[src/rtl/wand_trace_capture.sv]
// IR wand trace capture: synchronises and qualifies the 25 box sensors and
// accumulates hits into a sticky bitmap during a timed get-ready/trace round.
module wand_trace_capture #(
    parameter int unsigned SAMPLE_DIV  = 25000,
    parameter int unsigned READY_TICKS = 3000,
    parameter int unsigned TRACE_TICKS = 10000,
    parameter int unsigned CNT_W       = 16
) (
    input  logic        iVGA_CLK,
    input  logic        iRST_n,
    input  logic [24:0] sensor_raw,
    input  logic        start,
    input  logic        clear,
    output logic [24:0] ir_out,
    output logic        get_ready,
    output logic        times_up,
    output logic        tracing,
    output logic        new_hit,
    output logic [4:0]  last_hit,
    output logic [4:0]  hit_count
);

    localparam int unsigned N_BOX = 25;
    localparam int unsigned IDX_W = 5;

    typedef enum logic [1:0] {
        ST_IDLE  = 2'd0,
        ST_READY = 2'd1,
        ST_TRACE = 2'd2,
        ST_DONE  = 2'd3
    } state_t;

    state_t             r_state;
    state_t             w_state_nxt;

    logic [N_BOX-1:0]   r_s1;
    logic [N_BOX-1:0]   r_s2;
    logic [N_BOX-1:0]   r_prev;
    logic [CNT_W-1:0]   r_div;
    logic [CNT_W-1:0]   r_cnt;
    logic [N_BOX-1:0]   r_ir;
    logic [IDX_W-1:0]   r_hit_count;
    logic [IDX_W-1:0]   r_last_hit;
    logic               r_new_hit;
    logic               r_get_ready;
    logic               r_tracing;
    logic               r_times_up;

    logic               w_tick;
    logic [N_BOX-1:0]   w_qual;
    logic [N_BOX-1:0]   w_newbits;
    logic [N_BOX-1:0]   w_ir_or;
    logic [CNT_W-1:0]   w_cnt_nxt;
    logic [N_BOX-1:0]   w_ir_nxt;
    logic [IDX_W-1:0]   w_hit_nxt;
    logic [IDX_W-1:0]   w_last_nxt;
    logic               w_new_hit_nxt;

    function automatic logic [IDX_W-1:0] popcount(input logic [N_BOX-1:0] v);
        logic [IDX_W-1:0] c;
        c = '0;
        for (int i = 0; i < int'(N_BOX); i++) begin
            c = c + IDX_W'(v[i]);
        end
        return c;
    endfunction

    function automatic logic [IDX_W-1:0] lowest_idx(input logic [N_BOX-1:0] v);
        logic [IDX_W-1:0] idx;
        idx = '0;
        for (int i = int'(N_BOX) - 1; i >= 0; i--) begin
            if (v[i]) idx = IDX_W'(i);
        end
        return idx;
    endfunction

    // Free-running sample-tick divider; only reset touches it.
    always_ff @(posedge iVGA_CLK) begin
        if (!iRST_n) begin
            r_div <= '0;
        end else if (w_tick) begin
            r_div <= '0;
        end else begin
            r_div <= r_div + CNT_W'(1);
        end
    end

    assign w_tick = (r_div == CNT_W'(SAMPLE_DIV - 1));

    // Two-flop synchroniser plus previous-tick sample for glitch rejection.
    always_ff @(posedge iVGA_CLK) begin
        if (!iRST_n) begin
            r_s1   <= '0;
            r_s2   <= '0;
            r_prev <= '0;
        end else begin
            r_s1 <= sensor_raw;
            r_s2 <= r_s1;
            if (w_tick) r_prev <= r_s2;
        end
    end

    assign w_qual    = w_tick ? (r_s2 & r_prev) : '0;
    assign w_newbits = w_qual & ~r_ir;
    assign w_ir_or   = r_ir | w_newbits;

    always_ff @(posedge iVGA_CLK) begin
        if (!iRST_n) begin
            r_state <= ST_IDLE;
        end else begin
            r_state <= w_state_nxt;
        end
    end

    always_comb begin
        w_state_nxt   = r_state;
        w_cnt_nxt     = r_cnt;
        w_ir_nxt      = r_ir;
        w_hit_nxt     = r_hit_count;
        w_last_nxt    = r_last_hit;
        w_new_hit_nxt = 1'b0;

        if (clear) begin
            w_state_nxt = ST_IDLE;
            w_cnt_nxt   = '0;
            w_ir_nxt    = '0;
            w_hit_nxt   = '0;
            w_last_nxt  = '0;
        end else begin
            case (r_state)
                ST_IDLE, ST_DONE: begin
                    if (start) begin
                        w_state_nxt = ST_READY;
                        w_cnt_nxt   = '0;
                        w_ir_nxt    = '0;
                        w_hit_nxt   = '0;
                        w_last_nxt  = '0;
                    end
                end
                ST_READY: begin
                    if (w_tick) begin
                        if (r_cnt == CNT_W'(READY_TICKS - 1)) begin
                            w_state_nxt = ST_TRACE;
                            w_cnt_nxt   = '0;
                        end else begin
                            w_cnt_nxt = r_cnt + CNT_W'(1);
                        end
                    end
                end
                ST_TRACE: begin
                    // Final-tick hits are merged before the exit to DONE.
                    if (w_tick) begin
                        w_ir_nxt  = w_ir_or;
                        w_hit_nxt = r_hit_count + popcount(w_newbits);
                        if (|w_newbits) begin
                            w_new_hit_nxt = 1'b1;
                            w_last_nxt    = lowest_idx(w_newbits);
                        end
                        if ((r_cnt == CNT_W'(TRACE_TICKS - 1)) || (&w_ir_or)) begin
                            w_state_nxt = ST_DONE;
                            w_cnt_nxt   = '0;
                        end else begin
                            w_cnt_nxt = r_cnt + CNT_W'(1);
                        end
                    end
                end
                default: begin
                    w_state_nxt = ST_IDLE;
                end
            endcase
        end
    end

    // Datapath and screen-select flags, flags decoded from the next state.
    always_ff @(posedge iVGA_CLK) begin
        if (!iRST_n) begin
            r_cnt       <= '0;
            r_ir        <= '0;
            r_hit_count <= '0;
            r_last_hit  <= '0;
            r_new_hit   <= 1'b0;
            r_get_ready <= 1'b0;
            r_tracing   <= 1'b0;
            r_times_up  <= 1'b0;
        end else begin
            r_cnt       <= w_cnt_nxt;
            r_ir        <= w_ir_nxt;
            r_hit_count <= w_hit_nxt;
            r_last_hit  <= w_last_nxt;
            r_new_hit   <= w_new_hit_nxt;
            r_get_ready <= (w_state_nxt == ST_READY);
            r_tracing   <= (w_state_nxt == ST_TRACE);
            r_times_up  <= (w_state_nxt == ST_DONE);
        end
    end

    assign ir_out    = r_ir;
    assign get_ready = r_get_ready;
    assign tracing   = r_tracing;
    assign times_up  = r_times_up;
    assign new_hit   = r_new_hit;
    assign last_hit  = r_last_hit;
    assign hit_count = r_hit_count;

endmodule

[config.mk]
export PLATFORM = sky130hd
export DESIGN_NAME = wand_trace_capture
export DESIGN_NICKNAME = d
export VERILOG_FILES = /design/src/rtl/wand_trace_capture.sv
export SDC_FILE = /design/constraint.sdc
export NUM_CORES = 1
export LEC_CHECK = 0
export CAP_MARGIN = 20
export CORE_MARGIN = 10
export CORE_UTILIZATION = 45
export CTS_CLUSTER_SIZE = 28
export DETAILED_ROUTE_END_ITERATION = 6
export DONT_BUFFER_PORTS = 1
export GPL_TIMING_DRIVEN = 0
export PLACE_DENSITY = 0.71
export REMOVE_ABC_BUFFERS = 1
export SLEW_MARGIN = 20
export SYNTH_ARGS = -nofsm -noshare
export SYNTH_HDL_FRONTEND = slang
export SYNTH_SLANG_ARGS = --single-unit
[constraint.sdc]
create_clock -name iVGA_CLK -period 7.4 [get_ports iVGA_CLK]
set_input_delay 1.85 -clock iVGA_CLK [delete_from_list [all_inputs] [get_ports iVGA_CLK]]
set_output_delay 1.85 -clock iVGA_CLK [all_outputs]
set_load 0.005 [all_outputs]
### Word-level counts from Yosys, hierarchy flattened

Cells that the tools add are included.

* register bits: 148
* input port bits: 29
* output and inout port bits: 39
* word-level logic and storage cells: 121

* add/sub/neg operators: 27
* eq/ne operators: 13
* muxes and demuxes: 49
* bitwise operators: 7
* reduce and logical (&&, ||, !) cells: 12

Operators with widths (number)
* 5-bit 2-to-1 mux: 29
* 5-bit by 1-bit adder with 5-bit output: 20
* 16-bit 2-to-1 mux: 5
* 25-bit 2-to-1 mux: 3
* 25-bit AND: 2
* 25-bit case mux with 2 select lines: 1
* 16-bit case mux with 3 select lines: 1
* 16-bit by 1-bit adder with 16-bit output, second input constant: 2
* 25-bit inverter: 1
* 25-bit OR: 1
* 25-bit AND reduction: 1
* 25-bit OR reduction: 1
* 5-bit case mux with 2 select lines: 2
* 16-bit by 12-bit == test with 1-bit output, second input constant: 1
* 16-bit by 14-bit == test with 1-bit output, second input constant: 1
* 16-bit by 15-bit == test with 1-bit output, second input constant: 1
* 2-bit 2-to-1 mux: 6
* 2-bit == test, second input constant: 4
* 2-bit != test, second input constant: 4
* 2-bit case mux with 3 select lines: 1
* 3-bit AND reduction: 2
* 2-bit OR reduction: 3
* 4-bit by 1-bit adder with 5-bit output: 1
* 5-bit adder: 1
* 11 further kinds: 14

### Depth between registers and ports, before layout

Gate-level depths: netlist of the first run.

* word-level depth: 31
* gate-level depth with buffers: 21
* depth with buffers taken out: 20

### Worst setup path before layout of the first run

Ideal clock, no wire load.

* kind: register -> register
* from: register r_div[10]
* to: register r_hit_count[4], in the netlist hit_count[4]
* library setup time: 128 ps
* arrival time: 6000 ps
* required time: 7272 ps
* path slack: 1272 ps
* cell stages (with the launch flop): 20
* path buffers: 2
* clock period less this slack: 6128 ps
* cell sequence: dfxtp_1 > or4_4 > nor4_2 > buf_2 > buf_1 > nand2_1 > fa_1 > fa_1 > fa_1 > fa_1 > fa_1 > fa_1 > inv_1 > ha_1 > fa_1 > a21o_1 > a21oi_1 > xnor2_1 > a22oi_1 > nor2_1

* longest elaborated chain between the ends: 30
* elaborated cells between the ends (all ways): 32
* classes of those cells: 25 x add/sub; 2 x eq/ne; 3 x mux; 1 x bitwise; 1 x reduce/logical

Ends and longest elaborated chain
* from (decl): RTL line 39 `logic [CNT_W-1:0] r_div;`
* from (signal assigned): RTL line 84 `r_div <= r_div + CNT_W'(1);`
* 16-bit by 15-bit == test with 1-bit output (*): RTL line 88 `assign w_tick = (r_div == CNT_W'(SAMPLE_DIV - 1));`
* 25-bit 2-to-1 mux: RTL line 103 `assign w_qual = w_tick ? (r_s2 & r_prev) : '0;`
* 25-bit AND: RTL line 104 `assign w_newbits = w_qual & ~r_ir;`
* 1-bit by 1-bit adder with 2-bit output: RTL line 63 `c = c + IDX_W'(v[i]);`
* 2-bit by 1-bit adder with 3-bit output: RTL line 63
* 3-bit by 1-bit adder with 4-bit output: RTL line 63
* 4-bit by 1-bit adder with 5-bit output: RTL line 63
* 5-bit by 1-bit adder with 5-bit output (20 in series): RTL line 63
* 5-bit adder: RTL line 154 `w_hit_nxt = r_hit_count + popcount(w_newbits);`
* 5-bit 2-to-1 mux: RTL line 152 `if (w_tick) begin`
* 5-bit case mux with 2 select lines: RTL line 130 `case (r_state)`
* to (signal assigned): RTL line 188 `r_hit_count <= w_hit_nxt;`
* to (decl): RTL line 42 `logic [IDX_W-1:0] r_hit_count;`

Every way passes the cells marked *; elsewhere a longest branch is shown, timed or not. The select of a mux whose other input is x is not followed.
A chain may end at the register's enable or synchronous reset.

### Worst setup path in the final report of the first run

* from: register r_div[9]
* to: register r_hit_count[4], in the netlist hit_count[4]

The elaborated chain is that of the path after synthesis.

==> results of run 1 <==
-- cell usage in the layout, fill, tap and decap left out, types with 5 or more instances in the layout --
cell type	count
nand3_1	51
dfxtp_1	148
nand2_1	139
nor2_1	71
nor2b_1	8
o21ai_1	5
a31oi_1	22
o221ai_1	12
xor2_1	9
ha_1	17
or4_1	9
nor3_1	22
a21o_1	6
o21ai_0	14
nor4_1	15
a21oi_1	77
clkbuf_16	17
xnor2_1	10
buf_6	6
nand4_1	9
inv_1	21
and3_1	5
and2_1	56
clkinvlp_4	5
or3_1	5
fa_1	19
-- power by group through the flow --
stage / sequential [mW] / clock [mW] / combinational, mW
after floorplan: 0.835 / 0 / 0.0309
final: 0.820 / 0.869 / 0.0461
after global routing: 0.821 / 0.914 / 0.0511
after CTS: 0.820 / 0.880 / 0.0462
after global placement: 0.837 / 0 / 0.0433
after detailed placement: 0.837 / 0 / 0.0460
-- state kept, by name, summed over array words and instances, names as in the netlist --
signal and count:
get_ready 1, hit_count 5, ir_out 25, last_hit 5
new_hit 1, r_cnt 16, r_div 16, r_prev 25
r_s1 25, r_s2 25, r_state 2, times_up 1
tracing 1
-- worst paths after layout --
path,from,end,cells past startpoint
worst max-delay path,r_div[9],hit_count[4],18
worst min-delay path,r_s1[21],r_s2[21],1
worst min register to register,r_s1[21],r_s2[21],1
worst max register to register,r_div[9],hit_count[4],18
-- worst max-delay path, cell delays in order, from the launching register on --
cell,delay [ns]
dfxtp_1,0.39
nor4_1,0.56
nand4_1,0.71
nor3_1,0.84
fa_1,0.53
inv_1,0.09
fa_1,0.45
fa_1,0.51
fa_1,0.56
fa_1,0.44
fa_1,0.51
inv_1,0.04
ha_1,0.20
fa_1,0.41
a21o_1,0.17
a21oi_1,0.18
xnor2_1,0.09
a22oi_1,0.16
nor2_1,0.05
-- cells by family (layout without fill, tap and decap cells) --
family	after synthesis	after routing
AO/OA/AOI/OAI	163	163
XOR/XNOR	19	19
adder cells (fa/ha/maj)	36	36
buffers and inverters	62	62
flip-flops	148	148
multiplexers	1	1
AND/OR/NAND/NOR	419	419
-- per-layer routing --
layer | part of all wire (%) | GRT usage (%)
met4 | 1.5 | 5.97
met3 | 5.8 | 5.34
met1 | 45 | 20.7
met5 | 0 | 0
met2 | 48 | 27.0
-- Yosys cell counts, types with 4 or more instances --
library cell and number:
a21o_1 6, a21oi_1 77, a22oi_1 4, a31oi_1 22, and2_1 56, and3_1 6, buf_1 4, clkbuf_1 32
dfxtp_1 148, fa_1 19, ha_1 17, inv_1 21, nand2_1 139, nand3_1 51, nand4_1 9, nor2_1 71
nor2b_1 8, nor3_1 23, nor3b_1 4, nor4_1 15, o21ai_0 14, o21ai_1 6, o221ai_1 12, o22ai_1 4
or3_1 5, or4_1 9, xnor2_1 10, xor2_1 9
-- per-stage QoR --
step           total power [mW]  setup slack (ns)
6_report                   1.73             0.345
5_1_grt                    1.79            0.0278
4_1_cts                    1.75            0.0403
3_5_place_dp              0.883            0.0382
3_3_place_gp              0.880            0.0146
2_1_floorplan             0.866             0.977
-- layout make-up --
class	count	area share [%]
multi-input combinational	638	49.2
clock buffer	19	5.75
clock inverter	13	1.86
sequential	148	37.6
tap	211	3.35
inverter	22	1.05
timing repair buffer	8	1.21
==> results.toml, run 1 <==
[clocking]
cts_resized = 1
cts_max_path_buffers = 2
clock_sinks = 148
root_buffer = "clkbuf_16"
clk_pin_slew_ns = 0.07
htreeDepth = 4
cts_tree = "done"
holdBufCountCts = 0
clk_latency_ns = 0.44
postCtsSetupBuffers = 0
cts_buffers = 17

[pwr]
ir_worst_vdd_v = 0.000190
swShare_pct = 22.6
internal_power_mw = 1.34
pwr-share-seq_pct = 47.3
p_comb_share_pct = 2.7
p_leak_nw = 2.77
switchingPower_mw = 0.393
power.density_nw_per_um2 = 220
pwr-share-clk_pct = 50.1

[die]
core_sq_um = 15300
ios = 68
die_h_um = 145
rows = 45
start_util_pct = 46.2
die_x_um = 145
fp.dieArea_sq_um = 21100

[setup_path]
end_kind = "flop"
start_kind = "flop"
cp_max_fo = 15
critPathKind = "reg2reg"
crit_required_ns = 7.69
arrival_ns = 7.34
rrSetupSlack_ns = 0.35

[timing]
max_freq_mhz = 142
rsz0062_at_grt = "false"
finalSetupViolCount = 0
fin_crit_sh_pct = 95.3
fin_tns_setup_ns = 0
layout_min_cycle_time_ns = 7.05
timing_hold_violations_final = 0
slew_violations = 0
fin_worst_skew_ns = 0.0216
hold_ws_ns = 0.429
worst_slew_pin_slew_ns = 0.931
relSlewSlack_pct = 37.8

[synthesis]
synth_edf_count = 0
synthArstFlopShare_pct = 0
syn_inst = 848
yosys.area_share.adder_pct = 8.41
yosysWarnings = 0
yosysTopAreaCellShare_pct = 42.0
synthXorXnorAreaFrac_pct = 2.36
syn_avg_cell_area_sq_um = 8.31
yosysTopAreaCell = "dfxtp_1"
ys_types = 55
post_synth_main_area_contributors = "dfxtp_1 (42%), nand2_1 (7.4%), a21oi_1 (5.5%)"
synth-seq-cells = 148
synth_area_sq_um = 7050
yosys.area_share.simple_pct = 29.6
synth_mux_area_share_pct = 0.142
synth_compound_area_share_pct = 14.0
synth_seq_area_share_pct = 42.0
synth_top_family_by_area = "simple AND/OR/NAND/NOR gates"
synth_ff_type = "dfxtp_1"

[place]
portBuffers = 0
place_congestion = 0.833
dp_hpwl_um = 12400
dp_cells = 1026
placed_area_sq_um = 7260

[run_status]
status = "finished clean"

[routing]
vias = 5888
dr.pass1.iters = 5
drt-vias-per-instance = 5.56
wl_per_cell_um = 16.7
drt-total-wl_um = 17700
postRouteAntennaNets = 0
drt_iter0_drc = 518
drc_errors = 0

[cells_and_area]
areaGrowthSynthToFinish_pct = 11.7
layout-drive-gt1-share_pct = 6.01
ff_latch_area_sq_um = 2960
fill_cells = 1400
final_cells = 1059
antenna_cells = 0
post-route-util_pct = 51.6
multi_input_area_sq_um = 3870
finish.instance_area_sq_um = 7880
final_nets = 900

[worst_hold_path]
hp-class = "reg2reg"

[grt]
grt_pass1_vias = 5594
grt_pass1_wl_um = 29200
grt_usage_pct = 16.8
grt_max_degree = 58
antenna_found_initial = 0
grt_overflow = 0

[flow_run]
maxCapViolCount = 0
Note: power is estimated with default switching activity, not from simulation.
==> run 2: changes to the inputs <==
--- a/config.mk
+++ b/config.mk
@@ -6,13 +6,15 @@
 export NUM_CORES = 1
 export LEC_CHECK = 0
 export CAP_MARGIN = 20
+export CELL_PAD_IN_SITES_DETAIL_PLACEMENT = 0
+export CELL_PAD_IN_SITES_GLOBAL_PLACEMENT = 2
 export CORE_MARGIN = 10
-export CORE_UTILIZATION = 45
+export CORE_UTILIZATION = 38
 export CTS_CLUSTER_SIZE = 28
 export DETAILED_ROUTE_END_ITERATION = 6
 export DONT_BUFFER_PORTS = 1
 export GPL_TIMING_DRIVEN = 0
-export PLACE_DENSITY = 0.71
+export PLACE_DENSITY = 0.9
 export REMOVE_ABC_BUFFERS = 1
 export SLEW_MARGIN = 20
 export SYNTH_ARGS = -nofsm -noshare
==> results.toml, run 2 (synthesis gave the netlist of run 1 again) <==
[clocking]
holdBufCountCts = 0
clk_latency_ns = 0.43
clk_pin_slew_ns = 0.06
cts_buffers = 17
cts_max_path_buffers = 2
cts_tree = "done"
htreeDepth = 4
root_buffer = "clkbuf_16"
clock_sinks = 148

[setup_path]
reg2reg_from = "r_div[9]"
cpMaxStageDelayCell = "nor4_1"
cp_top_family = "adder cells"
cp_cell_sequence = "nor4_1 -> nand4_1 -> buf_4 -> buf_4 -> or3_1 -> fa_1 -> fa_1 -> fa_1 -> fa_1 -> fa_1 -> fa_1 -> inv_1 -> ha_1 -> fa_1 -> a21o_1 -> a21oi_1 -> xnor2_1 -> a22oi_1 -> nor2_1"
crit_start = "r_div[9]"
cp_max_fo = 8
start_kind = "flop"
arrival_ns = 6.88
crit_top_cell = "fa_1"
cp_num_buf_inv = 3
end_kind = "flop"
crit_required_ns = 7.69
critPathKind = "reg2reg"
critPathMaxStageDelay_ns = 0.79

[die]
ios = 68
core_sq_um = 18100
die_h_um = 156
fp.dieArea_sq_um = 24400
start_util_pct = 39.0
rows = 49
die_x_um = 156

[grt]
grt_pass1_vias = 5615
grt_max_degree = 58
grt_usage_pct = 15.8
antenna_found_initial = 0
grt_overflow = 0
grt_pass1_wl_um = 30800

[pwr]
p_leak_nw = 2.80
fin_total_pwr_mw = 1.75
ir_worst_vdd_v = 0.000167
power.density_nw_per_um2 = 221

[cells_and_area]
final_cells = 1079
final_cell_mix = "dfxtp_1 (148), nand2_1 (139), a21oi_1 (77)"
layout-drive-gt1-share_pct = 6.12
final_common_cell = "dfxtp_1"
fill_cells = 1810
antenna_cells = 0
final_nets = 902
areaGrowthSynthToFinish_pct = 12.6

[routing]
drt_iter0_drc = 377
wl_per_cell_um = 17.6
dr.pass1.iters = 5
drt-vias-per-instance = 5.45
postRouteAntennaNets = 0
drc_errors = 0
vias = 5882
drt-total-wl_um = 19000

[flow_run]
maxCapViolCount = 0

[place]
dp_hpwl_um = 13300
place_congestion = 0.846
portBuffers = 0
dp_cells = 1044

[timing]
finalSetupViolCount = 0
fin_crit_sh_pct = 88.9
timing_hold_violations_final = 0
worst_slew_pin_slew_ns = 0.935
rsz0062_at_grt = "false"
max_freq_mhz = 152
layout_min_cycle_time_ns = 6.58
relSlewSlack_pct = 37.5
slew_violations = 0
fin_worst_skew_ns = 0.00708

[worst_hold_path]
hp-class = "reg2reg"
min-delay-start = "r_s1[5]"

[run_status]
status = "finished clean"
[run 2: changes by cell type in the layout (fill, tap and decap cells not counted), sizes merged]
| cell | previous run | this run |
|---|---|---|
| nand4 | 9 | 10 |
| clkbuf | 19 | 21 |
| inv | 25 | 26 |
| buf | 8 | 9 |
| clkinvlp | 5 | 1 |
| clkinv | 3 | 4 |
[run 2: where the power goes]
group          switching (mW)  leakage, nW  internal (mW)  total, mW
Sequential            0.00806         1.20          0.811      0.820
Combinational          0.0347         1.30         0.0150     0.0497
Clock                   0.359        0.291          0.522      0.881
Total                   0.401         2.80           1.35       1.75
[run 2: layout make-up]
type / instances / area (sq um) / area share (%)
multi-input combinational: 639 / 3890 / 49.1
clock inverter: 11 / 140 / 1.77
tap: 229 / 287 / 3.61
timing repair buffer: 9 / 110 / 1.39
sequential: 148 / 2960 / 37.3
clock buffer: 21 / 460 / 5.80
inverter: 22 / 82.6 / 1.04
[run 2: what timing repair did]
| action | 4_1_cts | 5_1_grt |
|---|---|---|
| setup endpoints to repair | 1 | 1 |
| pin swaps | 1 | 1 |
| setup buffers | 0 | 2 |
| cloned | 1 | 0 |
| gates resized for setup | 2 | 1 |
[run 2: per-layer routing]
metal	global-route usage, %	wire length (um)	share of wire [%]
met1	20.9	8870	47
met2	24.3	8580	45
met3	4.08	1160	6.1
met4	6.16	401	2.1
met5	0	0	0
[run 2: stage by stage]
step           hold WS [ns]  setup TNS (ns)  util [%]  cell area, sq um  worst slack [ns]
2_1_floorplan         0.412               0         -              6890             0.977
3_3_place_gp          0.413          -0.138      39.7              7180            -0.138
3_5_place_dp          0.418         -0.0215      40.4              7300           -0.0215
4_1_cts               0.430               0      43.8              7920             0.104
5_1_grt               0.445               0      43.9              7940             0.557
6_report              0.427               0      43.9              7940             0.818
[run 2: final timing paths]
kind | slack, ns | depth (start not counted) | end
max | 0.82 | 19 | hit_count[4]
min | 0.43 | 1 | r_s2[5]
max reg2reg | 0.82 | 19 | hit_count[4]
min reg2reg | 0.43 | 1 | r_s2[5]
[run 2: worst reg2reg max path: cells and delay by family (launching register included)]
kind	cells	cell delay [ns]
xor+xnor	1	0.10
fa+ha+maj	8	3.61
compound gates	3	0.53
flops	1	0.37
simple gates	4	1.41
buf+inv	3	0.44
